File: src/rtl/conv_sched_pkg.sv
// rtl/conv_sched_pkg.sv - shared sizes and state encoding for the filter-bank convolution scheduler
package conv_sched_pkg;

  // Job geometry: N-sample x vector, M taps per filter, F filters in the ROM bank
  localparam int N = 32;
  localparam int M = 8;
  localparam int F = 4;
  localparam int L = N - M + 1;

  // Counter / address widths
  localparam int XW  = $clog2(N);
  localparam int KW  = $clog2(M);
  localparam int FW  = $clog2(F);
  localparam int LW  = $clog2(L);
  localparam int LCW = $clog2(N) + 1;

  // Address -> memory data -> product register: products lag addresses by this many cycles
  localparam int PIPE_D = 2;

  // State encoding
  typedef logic [2:0] state_t;
  localparam state_t S_INIT  = 3'd0;
  localparam state_t S_LOAD  = 3'd1;
  localparam state_t S_ISSUE = 3'd2;
  localparam state_t S_DRAIN = 3'd3;
  localparam state_t S_OUT   = 3'd4;

endpackage

File: src/rtl/conv_sched_vdelay.sv
// rtl/conv_sched_vdelay.sv - D-stage valid delay line for MAC controllers
module conv_sched_vdelay #(
  parameter int D = 2
) (
  input  logic clk,
  input  logic reset,
  input  logic vld,
  output logic vld_dly
);

  logic [D-1:0] pipe;

  // Shift the valid bit one stage per cycle; stage 0 samples the fresh input
  always_ff @(posedge clk or posedge reset) begin
    if (reset) begin
      pipe <= '0;
    end else begin
      pipe[0] <= vld;
      for (int i = 1; i < D; i++) pipe[i] <= pipe[i-1];
    end
  end

  assign vld_dly = pipe[D-1];

endmodule

File: src/rtl/conv_filter_bank_sched.sv
// rtl/conv_filter_bank_sched.sv - schedules one MAC datapath across a bank of F filters
module conv_filter_bank_sched
  import conv_sched_pkg::*;
(
  input  logic          clk,
  input  logic          reset,
  input  logic          x_valid,
  output logic          x_ready,
  input  logic          y_ready,
  output logic          y_valid,
  output logic [FW-1:0] y_fsel,
  output logic [LW-1:0] y_idx,
  output logic          y_last,
  output logic [XW-1:0] addr_x,
  output logic          wr_en_x,
  output logic [FW-1:0] f_sel,
  output logic [KW-1:0] addr_f,
  output logic          clear_acc,
  output logic          en_acc
);

  state_t         state;
  logic [LCW-1:0] load_cnt;
  logic [KW-1:0]  k;      // tap index in ISSUE, drain cycle count in DRAIN
  logic [LW-1:0]  n;
  logic [FW-1:0]  f;

  logic load_open;
  logic issue_vld;
  logic at_last_n;
  logic at_last_f;

  assign load_open = (state == S_LOAD) && (load_cnt < LCW'(N));
  assign issue_vld = (state == S_ISSUE);
  assign at_last_n = (n == LW'(L - 1));
  assign at_last_f = (f == FW'(F - 1));

  // Accumulate enable is the issue window delayed to line up with the product register
  conv_sched_vdelay #(.D(PIPE_D)) u_vdelay (
    .clk     (clk),
    .reset   (reset),
    .vld     (issue_vld),
    .vld_dly (en_acc)
  );

  // Sequencer: load x once, then walk (f, n) filter-major, M taps per output
  always_ff @(posedge clk or posedge reset) begin
    if (reset) begin
      state    <= S_INIT;
      load_cnt <= '0;
      k        <= '0;
      n        <= '0;
      f        <= '0;
    end else begin
      case (state)
        S_INIT: state <= S_LOAD;
        S_LOAD: begin
          if (x_valid && load_open) begin
            load_cnt <= load_cnt + 1'b1;
            if (load_cnt == LCW'(N - 1)) state <= S_ISSUE;
          end
        end
        S_ISSUE: begin
          if (k == KW'(M - 1)) begin
            k     <= '0;
            state <= S_DRAIN;
          end else begin
            k <= k + 1'b1;
          end
        end
        S_DRAIN: begin
          if (k == KW'(PIPE_D - 1)) begin
            k     <= '0;
            state <= S_OUT;
          end else begin
            k <= k + 1'b1;
          end
        end
        S_OUT: begin
          if (y_ready) begin
            if (at_last_n) begin
              n <= '0;
              if (at_last_f) begin
                f        <= '0;
                load_cnt <= '0;
                state    <= S_LOAD;
              end else begin
                f     <= f + 1'b1;
                state <= S_ISSUE;
              end
            end else begin
              n     <= n + 1'b1;
              state <= S_ISSUE;
            end
          end
        end
        default: state <= S_INIT;
      endcase
    end
  end

  // Per-state output decode; everything idles at zero outside its own state
  always_comb begin
    x_ready   = 1'b0;
    wr_en_x   = 1'b0;
    addr_x    = '0;
    f_sel     = '0;
    addr_f    = '0;
    clear_acc = 1'b0;
    y_valid   = 1'b0;
    y_fsel    = '0;
    y_idx     = '0;
    y_last    = 1'b0;
    case (state)
      S_LOAD: begin
        x_ready = load_open;
        wr_en_x = load_open;
        addr_x  = load_cnt[XW-1:0];
      end
      S_ISSUE: begin
        addr_x    = XW'(n) + XW'(k);
        addr_f    = k;
        f_sel     = f;
        clear_acc = (k == '0);
      end
      S_OUT: begin
        y_valid = 1'b1;
        y_fsel  = f;
        y_idx   = n;
        y_last  = at_last_n && at_last_f;
      end
      default: ;
    endcase
  end

endmodule
File: config.mk
export PLATFORM = sky130hd
export DESIGN_NAME = conv_filter_bank_sched
export DESIGN_NICKNAME = d
export VERILOG_FILES = /design/src/rtl/conv_sched_pkg.sv /design/src/rtl/conv_sched_vdelay.sv /design/src/rtl/conv_filter_bank_sched.sv
export SDC_FILE = /design/constraint.sdc
export NUM_CORES = 1
export LEC_CHECK = 0
export BUFFER_PORTS_ARGS = -buffer_cell sky130_fd_sc_hd__buf_2
export CAP_MARGIN = 30
export CORE_MARGIN = 2
export CORE_UTILIZATION = 55
export DETAILED_ROUTE_END_ITERATION = 8
export PLACE_DENSITY_LB_ADDON = 0.05
export SYNTH_ARGS = -nofsm -noshare
export SYNTH_HDL_FRONTEND = slang
export SYNTH_SLANG_ARGS = --single-unit
export TNS_END_PERCENT = 10
File: constraint.sdc
create_clock -name clk -period 4.18 [get_ports clk]
set_input_delay 0.418 -clock clk [delete_from_list [all_inputs] [get_ports clk]]
set_output_delay 0.418 -clock clk [all_outputs]
set_load 0.03 [all_outputs]
==> results.py, run 1 <==
metrics = {
    "outcome": {
        "outcome": "finished clean",
    },
    "global_route": {
        "grt_max_degree": 29,
        "grt_pass1_wl_um": 5620,
        "groute.usage.overall": 0.219,
        "grt-ovfl-total": 0,
        "first_global_vias": 1323,
        "antenna_found_initial": 0,
    },
    "final_layout": {
        "final_net_count": 206,
        "stdcell_count": 219,
        "diodes": 0,
        "final_layout_size_suffix_gt1_frac": 0.197,
        "fill_cells": 246,
        "area_growth_pct": 8.94,
    },
    "power_and_ir_drop": {
        "netSwitchingPower_uw": 74.3,
        "ir_worst_vdd_uv": 143,
        "comb_power_share": 0.022,
        "p_seq_frac": 0.646,
        "power.leakage_uw": 0.000881,
        "p_per_area_mw_per_mm2": 188,
        "internal_power_uw": 240,
        "clkPwrFrac": 0.332,
        "p_sw_frac": 0.236,
    },
    "logic_synthesis": {
        "synth.cell_area_sq_mm": 0.00154,
        "synth_seq_area_share": 0.341,
        "synthArstFlopShare": 1.00,
        "ys_warn_count": 0,
        "syn_avg_cell_area_sq_um": 9.22,
        "ys_ff_latch": 21,
        "yosysUniqueCellTypes": 45,
        "synthCells": 167,
        "synth-edff-count": 0,
        "synthFlopType": "dfrtp_1",
        "syn-num-nets": 184,
    },
    "timing": {
        "slew_headroom": 0.445,
        "max_freq_mhz": 385,
        "rsz0062_at_grt": "false",
        "finalCritPeriodShare": 0.622,
        "fin_crit_ns": 2.60,
        "hold_violations": 0,
        "fin_skew_ns": 0.00882,
        "tns_ns": 0,
        "worst_pin_slew_ns": 0.831,
        "setup_violations": 0,
        "holdWs_ns": 0.241,
        "slew_violations": 0,
    },
    "clock_tree": {
        "ctsHoldBuffers": 0,
        "cts_tree": "done",
        "clk-insertion-delay-late_ns": 0.31,
        "cts_setup_buffers": 0,
        "cts_root_buf": "clkbuf_4",
        "cts_made_buffers": 3,
        "clock_path_buffers": 2,
        "clk_pin_slew_worst_paths_ns": 0.13,
        "postCtsResizedCells": 0,
        "h-tree-depth": 1,
        "clkSinkCount": 21,
    },
    "worst_setup_path": {
        "arrival_ns": 2.18,
        "crit_top_cell": "nor2_1",
        "cp_slowest_cell": "dfrtp_1",
        "cp_top_family": "flip-flops",
        "critPathRequiredTime_ns": 3.76,
        "critical_path_class": "register to primary output",
        "critPathMaxFanout": 28,
        "cp_cell_sequence": "inv_1 -> nor2_1 -> a22oi_1 -> nor2_1 -> buf_2",
        "cp.buffers_inverters": 2,
        "critical_path.max_stage_delay_ns": 0.89,
        "start_kind": "register",
        "end_kind": "primary output",
    },
    "placed_design": {
        "numPortBuffers": 26,
        "dp_hpwl_um": 2460,
        "placedCellCount": 215,
        "gp_congestion": 0.848,
    },
    "floorplanning": {
        "row_count": 19,
        "die_w_um": 56.9,
        "core-area_sq_mm": 0.00271,
        "fp.dieH_um": 56.9,
        "start_util": 0.568,
        "pin_count": 27,
        "dieArea_sq_mm": 0.00324,
    },
    "route": {
        "via_per_inst": 6.29,
        "routed_wl_um": 3310,
        "drc_errors": 0,
        "num_vias": 1378,
        "drtIter0Drc": 56,
        "routedWlPerCell_um": 15.1,
        "drt_pre_antenna_iters": 4,
        "ant_nets": 0,
    },
    "job": {
        "drv_cap": 0,
    },
    "hold_path": {
        "hold_path_class": "primary input to async pin",
    },
}
placed cells by master, fill, tap and decap left out, types with 5 or more instances in the layout:
cell	count
buf_2	26
dfrtp_1	21
ha_1	12
nor2_1	11
inv_1	9
nand2_1	9
a21oi_1	9
nand3_1	7
and3_1	7
nor3_1	6
a21o_1	5
nor2b_1	5
mux2i_1	5
and2_1	5
per-layer routing:
metal | GRT usage | wire (um) | vias to the layer above
met3 | 0.0415 | 123 | 14
met2 | 0.365 | 1670 | 35
met1 | 0.262 | 1410 | 674
met4 | 0.123 | 97 | 0
li1 | - | - | 655
met5 | 0 | 0 | -
sequential cells by signal, summed over array words and instances, names as in the netlist:
| name | cells |
|---|---|
| load_cnt | 6 |
| n | 5 |
| k | 3 |
| state | 3 |
| f | 2 |
| u_vdelay.pipe | 2 |
path summary, 6_finish.rpt:
kind / end / slack [ns] / depth (start not counted) / start
worst max-delay path: addr_x[0] / 1.58 / 5 / state[0]
worst min-delay path: load_cnt[3] / 0.24 / 2 / reset
worst max register to register: load_cnt[4] / 2.02 / 4 / state[0]
worst min register to register: u_vdelay.pipe[1] / 0.37 / 0 / u_vdelay.pipe[0]
max in group asynchronous: k[0] / 3.42 / 2 / reset
min in group clk: u_vdelay.pipe[1] / 0.37 / 0 / u_vdelay.pipe[0]
logic make-up (layout without fill, tap and decap cells):
family	after synthesis	in the layout	share of synthesized area
simple gates	66	66	0.251
buf+inv	18	39	0.0602
flops	21	21	0.341
fa+ha+maj	13	13	0.111
xor+xnor	2	2	0.0114
mux	8	8	0.0545
compound gates	39	39	0.171
per-stage QoR:
| stage | area, sq um | worst slack, ns | utilization | total power (uW) |
|---|---|---|---|---|
| after floorplan | 1540 | 1.91 | - | 210 |
| after global placement | 1650 | 2.01 | 0.608 | 214 |
| after detailed placement | 1650 | 1.97 | 0.608 | 214 |
| after CTS | 1680 | 1.61 | 0.619 | 313 |
| after global routing | 1680 | 1.33 | 0.619 | 324 |
| final | 1680 | 1.58 | 0.619 | 314 |
Yosys cell counts (4+ instances only):
cell     instances  area share
a21o_1           5       0.024
inv_1            9       0.022
nor2b_1          5       0.020
and3_1           7       0.028
o21ai_1          4       0.013
buf_2            5       0.016
dfrtp_1         21        0.34
mux2i_1          5       0.033
nand3_1          7       0.023
and2_1           5       0.020
nor2_1          11       0.027
a21oi_1          9       0.029
nor3_1           6       0.020
ha_1            12       0.098
nand2_1          9       0.022
layout make-up:
type | instances | area [sq um] | area share
tap | 31 | 38.8 | 0.0231
clock buffer | 3 | 22.5 | 0.0134
sequential | 21 | 526 | 0.313
clock inverter | 1 | 5.00 | 0.00299
multi-input combinational | 128 | 921 | 0.549
timing repair buffer | 26 | 130 | 0.0776
inverter | 9 | 33.8 | 0.0201
power by group through the flow:
stage	Clock, uW	Combinational, uW	Sequential [uW]
2_1_floorplan	0	3.22	207
3_3_place_gp	0	6.89	207
3_5_place_dp	0	7.17	207
4_1_cts	103	7.20	203
5_1_grt	113	8.16	203
6_report	104	6.87	203
(Power assumes the default switching activity.)
==> run 2: changes to the inputs <==
--- a/config.mk
+++ b/config.mk
@@ -8,7 +8,7 @@
 export BUFFER_PORTS_ARGS = -buffer_cell sky130_fd_sc_hd__buf_2
 export CAP_MARGIN = 30
 export CORE_MARGIN = 2
-export CORE_UTILIZATION = 55
+export CORE_UTILIZATION = 50
 export DETAILED_ROUTE_END_ITERATION = 8
 export PLACE_DENSITY_LB_ADDON = 0.05
 export SYNTH_ARGS = -nofsm -noshare
==> constraint.sdc (replaced) <==
create_clock -name clk -period 2.2 [get_ports clk]
set_input_delay 0.22 -clock clk [delete_from_list [all_inputs] [get_ports clk]]
set_output_delay 0.22 -clock clk [all_outputs]
set_load 0.03 [all_outputs]
==> results.py, run 2 (synthesis gave the netlist of run 1 again) <==
metrics = {
    "route": {
        "num_vias": 1369,
        "via_per_inst": 6.03,
        "drt_pre_antenna_iters": 4,
        "drc_errors": 0,
        "ant_nets": 0,
        "drtIter0Drc": 87,
        "routedWlPerCell_um": 15.3,
        "routed_wl_um": 3470,
    },
    "floorplanning": {
        "row_count": 20,
        "dieArea_sq_mm": 0.00354,
        "core-area_sq_mm": 0.00298,
        "pin_count": 27,
        "fp.dieH_um": 59.5,
        "start_util": 0.517,
        "die_w_um": 59.5,
    },
    "clock_tree": {
        "cts_tree": "done",
        "cts_made_buffers": 3,
        "cts_root_buf": "clkbuf_4",
        "clk_pin_slew_worst_paths_ns": 0.15,
        "h-tree-depth": 1,
        "clk-insertion-delay-late_ns": 0.32,
        "clkSinkCount": 21,
        "ctsHoldBuffers": 0,
        "clock_path_buffers": 2,
    },
    "timing": {
        "max_freq_mhz": 468,
        "slew_violations": 0,
        "worst_pin_slew_ns": 0.810,
        "setup_violations": 0,
        "slew_headroom": 0.460,
        "fin_skew_ns": 0.0180,
        "fin_crit_ns": 2.14,
        "hold_violations": 0,
        "finalCritPeriodShare": 0.970,
        "tns_ns": 0,
        "setup_ws_ns": 0.0649,
        "rsz0062_at_grt": "true",
    },
    "final_layout": {
        "layout_commonest_cell": "buf_2",
        "final_cell_mix": "buf_2, dfrtp_1, nor2_1",
        "final_layout_size_suffix_gt1_frac": 0.273,
        "fill_cells": 275,
        "area_growth_pct": 14.7,
        "multi_input_area_sq_um": 948,
        "final_net_count": 212,
        "largest_register_ffs": 6,
        "diodes": 0,
        "largestRegisters": "load_cnt: 6 flops, n: 5 flops",
        "largest-register": "load_cnt",
        "seq_area_sq_um": 528,
    },
    "global_route": {
        "groute.usage.overall": 0.214,
        "grt_pass1_wl_um": 5740,
        "grt_max_degree": 22,
        "first_global_vias": 1330,
        "grt-ovfl-total": 0,
        "antenna_found_initial": 0,
    },
    "worst_setup_path": {
        "end_kind": "primary output",
        "start_kind": "register",
        "arrival_ns": 1.92,
        "critPathRequiredTime_ns": 1.98,
        "critical_path_class": "register to primary output",
        "critPathMaxFanout": 5,
    },
    "power_and_ir_drop": {
        "p_per_area_mw_per_mm2": 341,
        "power.leakage_uw": 0.000901,
        "ir_worst_vdd_uv": 201,
        "power_uw": 602,
    },
    "placed_design": {
        "gp_congestion": 0.836,
        "numPortBuffers": 26,
        "place_ws_ns": 0.183,
        "dp_hpwl_um": 2590,
    },
    "outcome": {
        "outcome": "finished clean",
    },
    "hold_path": {
        "hold_path_class": "primary input to async pin",
    },
    "job": {
        "drv_cap": 0,
    },
}
## run 2: changes by cell type in the layout (fill, tap and decap cells not counted), moves of 2 or more
cell / previous run / this run
ha_2: 0 / 2
dfrtp_1: 21 / 19
buf_2: 26 / 23
nand3_2: 1 / 3
buf_4: 0 / 8
ha_1: 12 / 10
dfrtp_2: 0 / 2
nand3_1: 7 / 5
## run 2: stage by stage
step / util / hold slack [ns] / cell area (sq um) / cells
finish: 0.593 / 0.0308 / 1770 / 227
global route: 0.593 / 0.0968 / 1770 / 227
CTS: 0.584 / 0.0878 / 1740 / 227
detailed placement: 0.565 / 0.344 / 1680 / 221
global placement: 0.565 / 0.333 / 1680 / 221
floorplan: - / 0.197 / 1540 / 167
## run 2: worst max-delay path, cell delays in order (launching register included)
cell     delay, ns
dfrtp_2       0.48
ha_1          0.31
a21o_1        0.16
a21oi_1       0.17
xnor2_1       0.10
a32o_1        0.23
buf_4         0.17
## run 2: timing repair
action / in CTS / in global routing
resized for setup: 6 / 9
buffers inserted: 2 / 0
setup endpoints to repair: 2 / 3
pin swaps: 1 / 1
## run 2: area by class of cell
| class | instances | share of cell area |
|---|---|---|
| well taps | 33 | 0.0234 |
| multi-input cells | 128 | 0.537 |
| clock buffers | 3 | 0.0128 |
| repair buffers | 32 | 0.106 |
| inverters | 9 | 0.0191 |
| clock inverters | 1 | 0.00283 |
| flip-flops and latches | 21 | 0.299 |
## run 2: layer usage
metal	GRT usage	wire length [um]
met5	0	0
met3	0.0306	104
met2	0.364	1770
met4	0.0909	45
met1	0.269	1560
## run 2: worst paths after layout
| path | slack (ns) | startpoint | end | cells after the start |
|---|---|---|---|---|
| worst min-delay path | 0.03 | reset | load_cnt[1] | 2 |
| worst max register to register | 0.39 | n[0] | f[1] | 6 |
| worst max-delay path | 0.06 | k[1] | addr_x[3] | 6 |
| min in group clk | 0.30 | y_ready | state[2] | 2 |
| max in group asynchronous | 1.60 | reset | k[1] | 2 |
| worst min register to register | 0.37 | u_vdelay.pipe[0] | u_vdelay.pipe[1] | 0 |
## run 2: power breakdown
group	switching (uW)	leakage, uW	internal, uW
logic	10.9	0.000604	2.32
registers	0	0.000280	386
clock network	135	0.0000177	67.8
==> run 3: changes to the inputs <==
--- a/config.mk
+++ b/config.mk
@@ -8,7 +8,9 @@
 export BUFFER_PORTS_ARGS = -buffer_cell sky130_fd_sc_hd__buf_2
 export CAP_MARGIN = 30
 export CORE_MARGIN = 2
-export CORE_UTILIZATION = 50
+export CORE_UTILIZATION = 52
+export CTS_BUF_LIST = sky130_fd_sc_hd__clkbuf_8
+export CTS_CLUSTER_SIZE = 12
 export DETAILED_ROUTE_END_ITERATION = 8
 export PLACE_DENSITY_LB_ADDON = 0.05
 export SYNTH_ARGS = -nofsm -noshare
==> constraint.sdc (replaced) <==
create_clock -name clk -period 2.2 [get_ports clk]
set_input_delay 0 -clock clk [delete_from_list [all_inputs] [get_ports clk]]
set_output_delay 0 -clock clk [all_outputs]
set_load 0.03 [all_outputs]
==> results.py, run 3 (synthesis gave the netlist of run 1 again) <==
metrics = {
    "hold_path": {
        "hold_path_class": "primary input to register",
        "holdCritStartpoint": "y_ready",
    },
    "route": {
        "ant_nets": 0,
        "drt_pre_antenna_iters": 4,
        "drtIter0Drc": 88,
        "routed_wl_um": 3560,
        "num_vias": 1358,
        "routedWlPerCell_um": 15.8,
        "drc_errors": 0,
        "via_per_inst": 6.04,
    },
    "worst_setup_path": {
        "arrival_ns": 2.10,
        "r2r_start": "n[1]",
        "end_kind": "primary output",
        "critPathRequiredTime_ns": 2.20,
        "critical_path_class": "register to primary output",
        "critPathMaxFanout": 6,
        "start_kind": "register",
        "cp-startpoint": "k[0]",
    },
    "floorplanning": {
        "row_count": 19,
        "fp.dieH_um": 58.4,
        "core-area_sq_mm": 0.00278,
        "die_w_um": 58.4,
        "start_util": 0.553,
        "dieArea_sq_mm": 0.00341,
        "pin_count": 27,
    },
    "timing": {
        "slew_violations": 0,
        "fin_skew_ns": 0.00954,
        "setup_violations": 0,
        "rsz0062_at_grt": "false",
        "holdWs_ns": 0.0992,
        "tns_ns": 0,
        "finalCritPeriodShare": 0.952,
        "worst_pin_slew_ns": 0.839,
        "max_freq_mhz": 477,
        "slew_headroom": 0.440,
        "hold_violations": 0,
        "fin_crit_ns": 2.10,
    },
    "global_route": {
        "groute.usage.overall": 0.228,
        "grt-ovfl-total": 0,
        "grt_pass1_wl_um": 6000,
        "antenna_found_initial": 0,
        "first_global_vias": 1306,
        "grt_max_degree": 25,
    },
    "power_and_ir_drop": {
        "comb_power_share": 0.022,
        "ir_worst_vdd_uv": 305,
        "p_seq_frac": 0.588,
        "internal_power_uw": 513,
        "p_sw_frac": 0.218,
        "netSwitchingPower_uw": 143,
        "power.leakage_uw": 0.000921,
        "clkPwrFrac": 0.390,
        "p_per_area_mw_per_mm2": 377,
    },
    "clock_tree": {
        "cts_tree": "done",
        "clk-insertion-delay-late_ns": 0.26,
        "cts_root_buf": "clkbuf_8",
        "postCtsResizedCells": 0,
        "cts_made_buffers": 3,
        "clkSinkCount": 21,
        "clk_pin_slew_worst_paths_ns": 0.08,
        "clock_path_buffers": 2,
        "h-tree-depth": 1,
    },
    "final_layout": {
        "diodes": 0,
        "fill_cells": 247,
        "largest_register_ffs": 6,
        "largest-register": "load_cnt",
        "fin_area_sq_mm": 0.00174,
        "final_cell_mix": "buf_2, dfrtp_1, ha_1",
        "area_growth_pct": 13.2,
        "layout_commonest_cell": "buf_2",
        "final_net_count": 212,
        "final_layout_size_suffix_gt1_frac": 0.211,
        "largestRegisters": "load_cnt: 6 flops, n: 5 flops",
    },
    "outcome": {
        "outcome": "finished clean",
    },
    "placed_design": {
        "placed_cell_area_sq_mm": 0.00169,
        "numPortBuffers": 26,
        "gp_congestion": 0.839,
        "dp_hpwl_um": 2620,
    },
    "job": {
        "drv_cap": 0,
    },
}
run 3: cell count changes in the layout (fill, tap and decap cells not counted), moves of 3 or more:
cell	before	now
buf_2	23	26
buf_4	8	5
clkbuf_4	3	0
clkbuf_8	0	3
run 3: cell type report:
class	instances	area, sq um	area share
well taps	31	38.8	0.0223
multi-input cells	128	921	0.529
clock inverters	1	3.75	0.00216
repair buffers	32	178	0.102
inverters	9	33.8	0.0194
clock buffers	3	41.3	0.0237
flip-flops and latches	21	526	0.302
run 3: through the flow:
step	power, uW	util	instances	worst slack, ns
6_report	656	0.626	225	0.105
3_5_place_dp	407	0.606	220	0.387
3_3_place_gp	406	0.606	220	0.445
2_1_floorplan	399	-	167	0.349
4_1_cts	661	0.626	225	0.0976
5_1_grt	673	0.626	225	0.0324
run 3: what timing repair did:
action	in CTS	in global routing
setup buffers	0	0
hold buffers	1	0
endpoints found under the hold margin	21	0
run 3: power groups by stage:
stage	clock (uW)	combinational [uW]	sequential, uW
after global placement	0	12.9	393
after floorplan	0	6.13	393
after global routing	271	17.0	386
after detailed placement	0	13.6	393
final	256	14.5	386
after CTS	260	15.1	386
run 3: critical path, stage by stage, from the launching register on:
cell and delay [ns]:
dfrtp_1 0.44, ha_1 0.25, fa_1 0.42, a21o_1 0.19, nand3_1 0.08, nand3_1 0.09
a21oi_1 0.16, buf_2 0.22
run 3: worst paths after layout:
path	endpoint	cells after the start	slack, ns
max in group asynchronous	k[1]	3	1.23
worst min-delay path	state[2]	2	0.1
worst min register to register	u_vdelay.pipe[1]	0	0.35
worst max-delay path	addr_x[4]	7	0.10
min in group asynchronous	f[0]	3	0.44
worst max register to register	load_cnt[5]	6	0.40
run 3: metal layers:
layer,track usage,part of all wire
met5,0,0
met4,0.0864,0.0045
met3,0.0396,0.043
met1,0.284,0.41
met2,0.393,0.54
